$ cat src/rtl/cpu_step_ctrl_pkg.sv
// Shared definitions for the CPU step controller: FSM state encodings
// (also consumed by CPU debug/LED logic) and small edge helpers.
package cpu_step_ctrl_pkg;

  // FSM states; encodings are visible on the state output port.
  typedef enum logic [1:0] {
    ST_IDLE   = 2'd0,
    ST_RUN    = 2'd1,
    ST_ARMED  = 2'd2,
    ST_HALTED = 2'd3
  } step_state_e;

  // Rising-edge detect between a current sample and its registered copy.
  function automatic logic rise_edge(input logic cur, input logic prev);
    return cur & ~prev;
  endfunction

endpackage

$ cat src/rtl/cpu_step_ctrl_button_debouncer.sv
// Push-button conditioner: 2-FF synchronizer, stability counter and
// a one-cycle press pulse on an accepted 0->1 transition. Releases are
// accepted silently. Reusable for any raw board button.
module button_debouncer #(
  parameter int DEBOUNCE_CYCLES = 250000
) (
  input  logic clk,
  input  logic reset,
  input  logic btn_raw,
  output logic press
);

  localparam int              DW      = (DEBOUNCE_CYCLES > 2) ? $clog2(DEBOUNCE_CYCLES) : 1;
  localparam logic [DW-1:0]   DB_LAST = DW'(DEBOUNCE_CYCLES - 1);
  localparam logic [DW-1:0]   DB_ZERO = {DW{1'b0}};
  localparam logic [DW-1:0]   DB_ONE  = DW'(1);

  logic          sync1_r;
  logic          sync2_r;
  logic          stable_r;
  logic          press_r;
  logic [DW-1:0] db_cnt_r;

  // Synchronize the raw button, then accept a new level only after it has
  // disagreed with the accepted level for DEBOUNCE_CYCLES consecutive cycles.
  always_ff @(posedge clk or negedge reset) begin
    if (!reset) begin
      sync1_r  <= 1'b0;
      sync2_r  <= 1'b0;
      stable_r <= 1'b0;
      press_r  <= 1'b0;
      db_cnt_r <= DB_ZERO;
    end else begin
      sync1_r <= btn_raw;
      sync2_r <= sync1_r;
      press_r <= 1'b0;
      if (sync2_r != stable_r) begin
        if (db_cnt_r == DB_LAST) begin
          stable_r <= sync2_r;
          db_cnt_r <= DB_ZERO;
          // Only a newly accepted high level is a press.
          press_r  <= sync2_r;
        end else begin
          db_cnt_r <= db_cnt_r + DB_ONE;
        end
      end else begin
        // Any agreement restarts the stability window.
        db_cnt_r <= DB_ZERO;
      end
    end
  end

  assign press = press_r;

endmodule

$ cat src/rtl/cpu_step_ctrl.sv
// CPU step controller: turns the clock divider toggle t into one-clk-wide
// CPU enable pulses. Supports free-run, debounced single-step and a sticky
// halt that only reset clears. Everything runs on the fast clk.
module cpu_step_ctrl
  import cpu_step_ctrl_pkg::*;
#(
  parameter int DEBOUNCE_CYCLES = 250000,
  parameter int CNT_W           = 16
) (
  input  logic             clk,
  input  logic             reset,
  input  logic             t,
  input  logic             mode_run,
  input  logic             step_btn,
  input  logic             halt,
  output logic             cpu_en,
  output logic [1:0]       state,
  output logic [CNT_W-1:0] step_cnt
);

  localparam logic [CNT_W-1:0] CNT_MAX  = {CNT_W{1'b1}};
  localparam logic [CNT_W-1:0] CNT_ZERO = {CNT_W{1'b0}};
  localparam logic [CNT_W-1:0] CNT_ONE  = CNT_W'(1);

  logic             t_q_r;
  logic             tick_s;
  logic             press_s;
  step_state_e      state_r;
  step_state_e      state_next_s;
  logic             pulse_s;
  logic             cpu_en_r;
  logic [CNT_W-1:0] step_cnt_r;

  button_debouncer #(
    .DEBOUNCE_CYCLES (DEBOUNCE_CYCLES)
  ) u_step_debouncer (
    .clk     (clk),
    .reset   (reset),
    .btn_raw (step_btn),
    .press   (press_s)
  );

  // Register t so a rising edge of the divider toggle yields a single tick.
  always_ff @(posedge clk or negedge reset) begin
    if (!reset) begin
      t_q_r <= 1'b0;
    end else begin
      t_q_r <= t;
    end
  end

  assign tick_s = rise_edge(t, t_q_r);

  // State register; reset discards any pending armed step.
  always_ff @(posedge clk or negedge reset) begin
    if (!reset) begin
      state_r <= ST_IDLE;
    end else begin
      state_r <= state_next_s;
    end
  end

  // Next-state and pulse decision; halt overrides everything, including
  // a tick arriving in the same cycle.
  always_comb begin
    state_next_s = state_r;
    pulse_s      = 1'b0;
    if (halt) begin
      state_next_s = ST_HALTED;
    end else begin
      case (state_r)
        ST_IDLE: begin
          if (mode_run) begin
            state_next_s = ST_RUN;
          end else if (press_s) begin
            state_next_s = ST_ARMED;
          end else begin
            state_next_s = ST_IDLE;
          end
        end
        ST_RUN: begin
          if (!mode_run) begin
            // Leaving run mode drops any tick of this cycle.
            state_next_s = ST_IDLE;
          end else if (tick_s) begin
            pulse_s      = 1'b1;
            state_next_s = ST_RUN;
          end else begin
            state_next_s = ST_RUN;
          end
        end
        ST_ARMED: begin
          if (mode_run) begin
            // Pending step is absorbed into free-run.
            state_next_s = ST_RUN;
          end else if (tick_s) begin
            pulse_s      = 1'b1;
            state_next_s = ST_IDLE;
          end else begin
            // Further presses while armed are ignored.
            state_next_s = ST_ARMED;
          end
        end
        ST_HALTED: begin
          state_next_s = ST_HALTED;
        end
        default: begin
          state_next_s = ST_IDLE;
        end
      endcase
    end
  end

  // Registered enable: a tick decided in cycle N drives cpu_en in cycle N+1.
  always_ff @(posedge clk or negedge reset) begin
    if (!reset) begin
      cpu_en_r <= 1'b0;
    end else begin
      cpu_en_r <= pulse_s;
    end
  end

  // Issued-step counter, updated on the same edge that raises cpu_en;
  // saturates instead of wrapping.
  always_ff @(posedge clk or negedge reset) begin
    if (!reset) begin
      step_cnt_r <= CNT_ZERO;
    end else if (pulse_s && (step_cnt_r != CNT_MAX)) begin
      step_cnt_r <= step_cnt_r + CNT_ONE;
    end else begin
      step_cnt_r <= step_cnt_r;
    end
  end

  assign cpu_en   = cpu_en_r;
  assign state    = state_r;
  assign step_cnt = step_cnt_r;

endmodule

$ cat config.mk
export PLATFORM = sky130hd
export DESIGN_NAME = cpu_step_ctrl
export DESIGN_NICKNAME = d
export VERILOG_FILES = /design/src/rtl/cpu_step_ctrl_pkg.sv /design/src/rtl/cpu_step_ctrl_button_debouncer.sv /design/src/rtl/cpu_step_ctrl.sv
export SDC_FILE = /design/constraint.sdc
export NUM_CORES = 1
export LEC_CHECK = 0
export CAP_MARGIN = 20
export CORE_UTILIZATION = 24
export CTS_CLUSTER_DIAMETER = 50
export DETAILED_ROUTE_END_ITERATION = 6
export HOLD_SLACK_MARGIN = 0.12
export PLACE_DENSITY = 0.47
export SLEW_MARGIN = 40
export SYNTH_ARGS = -nofsm -noshare
export SYNTH_HDL_FRONTEND = slang
export SYNTH_SLANG_ARGS = --single-unit
$ cat constraint.sdc
create_clock -name clk -period 3.5 [get_ports clk]
set_input_delay 1.05 -clock clk [delete_from_list [all_inputs] [get_ports clk]]
set_output_delay 1.05 -clock clk [all_outputs]
set_load 0.005 [all_outputs]
==> flow_metrics.tcl <==
set metrics [dict create \
    tns_ns 0 \
    setup_viol_count_final 0 \
    overflow 0 \
    slew_viol_final 0 \
    cp-start-kind "input port" \
    synth-edff-count 0 \
    clock.fmax_mhz 359.2 \
    yosysSeqAreaShare 0.5036 \
    drive_gt1_frac 0.09483 \
    vias_per_cell 4.522 \
    period_share 0.7955 \
    clock_power_share 0.389 \
    status "complete, no violations" \
    start_util 0.2515 \
    sequentialPowerShare 0.521 \
    synth_top_cell_area_share 0.5036 \
    grtUsageMet1 0.1497 \
    synth_warnings 0 \
    multi_input_area_um2 998.5 \
    synthTopCellsByArea "dfrtp_1 50%, xor2_1 7.1%, ha_1 3.6%, nor2_1 3.2%, nand3_1 3.1%" \
    core_area_mm2 0.008299 \
    netSwitchingFraction 0.2344 \
    cp_data_arrival_time_ns 2.98 \
    finalNetCount 243 \
    totalPowerFinal_uw 991.9 \
    worst_slew_pin_slew_ns 0.5206 \
    die_w_um 95.25 \
    place.gp.congestion 0.7241 \
    antenna_left 0 \
    die_h_um 95.25 \
    postCtsSetupBuffers 0 \
    crit_slowest_cell "or4_1" \
    syn_inst 202 \
    grt.total_usage 0.1044 \
    vdd_drop_max_uv 129.1 \
    setup_slack_ns 0.7158 \
    synth.distinct_cells 38 \
    synthFlopType "dfrtp_1" \
    pin_count 25 \
    cap_violations 0 \
    num_rows 33 \
    cts_tree "done" \
    use_met2 0.1470 \
    routedWlPerCell_um 12.85 \
    path_clk_slew_ns 0.09 \
    hold_class "reg -> reg" \
    comb_power_share 0.090 \
    grt-busiest-layer "met1" \
    synth_area_mm2 0.002087 \
    seqCellArea_mm2 0.001051 \
    wirelength_mm 4.332 \
    synth-seq-cells 42 \
    p_switching_uw 232.5 \
    internal_power_uw 759.4 \
    p_per_area_mw_per_mm2 385.4 \
    postSynthAreaPerCell_um2 10.33 \
    clock_path_buffers 2 \
    grt_max_degree 43 \
    synth_commonest_cells "42 x dfrtp_1, 18 x nor2_1, 17 x xor2_1" \
    fill_cells 856 \
    crit_fanout 7 \
    grtUsageMet3 0.02392 \
    yosysMostFrequentCell "dfrtp_1" \
    finish.utilization 0.3101 \
    die-area_mm2 0.009073 \
    slew_headroom 0.6440 \
    cp-end-kind "flip-flop" \
    hold_buffers 0 \
    hold_ws_ns 0.3350 \
    grt_first_pass_wirelength_mm 7.238 \
    hold_violations 0 \
    cts_buffers 5 \
    leakage_nw 1.120 \
    dp_slack_ns 0.3897 \
    async_reset_ff_frac 1.000 \
    ctsResizeCount 0 \
    syn_nets 214 \
    drt_iter0_drc 87 \
    clk_latency_ns 0.30 \
    crit_type "in -> reg" \
    worstPathCellList "clkdlybuf4s50_1 -> nand4bb_1 -> or4_1 -> nor3_1 -> mux2_2" \
    skew_ns 0.01466 \
    min_period_ns 2.784 \
    area_delta_synth_final_pct 23.32 \
    antenna_found_initial 0 \
    numPortBuffers 24 \
    grt_pass1_vias 1493 \
    drc 0 \
    diodes 0 \
    htreeDepth 2 \
    synth_top_area_cell "dfrtp_1" \
    rsz0062_at_grt "no" \
    vias 1524 \
    hpwl_mm 3.046 \
    worst_path_largest_cell_delay_ns 0.69 \
    clock-sinks 42 \
    required_ns 3.69 \
    root_buffer "clkbuf_8" \
    dr.pass1.iters 4 \
]
[registers in the layout, summed over array words and instances, names as in the netlist]
register                   flops
u_step_debouncer.db_cnt_r     18
step_cnt                      16
state                          2
cpu_en                         1
t_q_r                          1
u_step_debouncer.press         1
u_step_debouncer.stable_r      1
u_step_debouncer.sync1_r       1
u_step_debouncer.sync2_r       1
[cell usage in the layout (no fill, tap or decap), types with 4 or more instances in the layout]
cell type        instances
inv_1                    8
xor2_1                  17
nand4_1                  7
nand2_1                 16
and3_1                   5
nand3_1                 13
clkbuf_8                 5
o21ai_0                  4
nor2_1                  18
a21oi_1                  8
xnor2_1                  7
dfrtp_1                 42
nor3_1                   6
nor4_1                   8
clkdlybuf4s50_1         23
ha_1                     6
[stage by stage]
stage | cell area, um^2 | instances
finish | 2574 | 337
global route | 2574 | 337
CTS | 2574 | 337
detailed placement | 2464 | 329
global placement | 2446 | 327
floorplan | 2087 | 202
[worst max-delay path, delay by kind of cell]
kind	cells	cell delay (ns)
AND/OR/NAND/NOR	3	1.05
buffers and inverters	1	0.51
multiplexers	1	0.36
[kinds of logic after synthesis]
group	share of synthesized area
AND/OR/NAND/NOR	0.2494
flip-flops	0.5036
XOR/XNOR	0.1007
AO/OA/AOI/OAI	0.06115
buffers and inverters	0.02338
adder cells (fa/ha/maj)	0.03597
multiplexers	0.02578
[path summary, 6_finish.rpt]
check	slack, ns	endpoint	from	cells after the start
max	0.72	step_cnt[12]$_DFFE_PN0P_	t	5
min	0.34	u_step_debouncer.sync2_r$_DFF_PN0_	u_step_debouncer.sync1_r$_DFF_PN0_	0
max reg2reg	1.23	step_cnt[12]$_DFFE_PN0P_	state[0]$_DFF_PN0_	6
min reg2reg	0.34	u_step_debouncer.sync2_r$_DFF_PN0_	u_step_debouncer.sync1_r$_DFF_PN0_	0
max in group asynchronous	2.38	u_step_debouncer.sync1_r$_DFF_PN0_	reset	1
min in group asynchronous	0.74	u_step_debouncer.db_cnt_r[10]$_DFF_PN0_	reset	1
[final cells by class]
| cell class | instances | share of cell area |
|---|---|---|
| Tap cell | 105 | 0.05105 |
| Sequential cell | 42 | 0.4084 |
| Inverter | 8 | 0.01167 |
| Multi-Input combinational cell | 148 | 0.3879 |
| Clock buffer | 6 | 0.02820 |
| Clock inverter | 2 | 0.01458 |
| Timing Repair Buffer | 26 | 0.09820 |
[power by group through the flow]
| stage | combinational (mW) | clock [mW] | sequential (mW) |
|---|---|---|---|
| after floorplan | 0.0381 | 0 | 0.526 |
| after global placement | 0.0886 | 0 | 0.527 |
| after detailed placement | 0.0901 | 0 | 0.527 |
| after CTS | 0.0914 | 0.403 | 0.517 |
| after global routing | 0.103 | 0.420 | 0.521 |
| final | 0.0893 | 0.386 | 0.517 |
[routing by layer]
layer | share of wire | vias to the layer above | routed length (um)
li1 | - | 772 | -
met1 | 0.54 | 721 | 2331
met2 | 0.41 | 26 | 1797
met3 | 0.030 | 5 | 130
met4 | 0.017 | 0 | 73
met5 | 0 | - | 0
(Power assumes the default switching activity.)
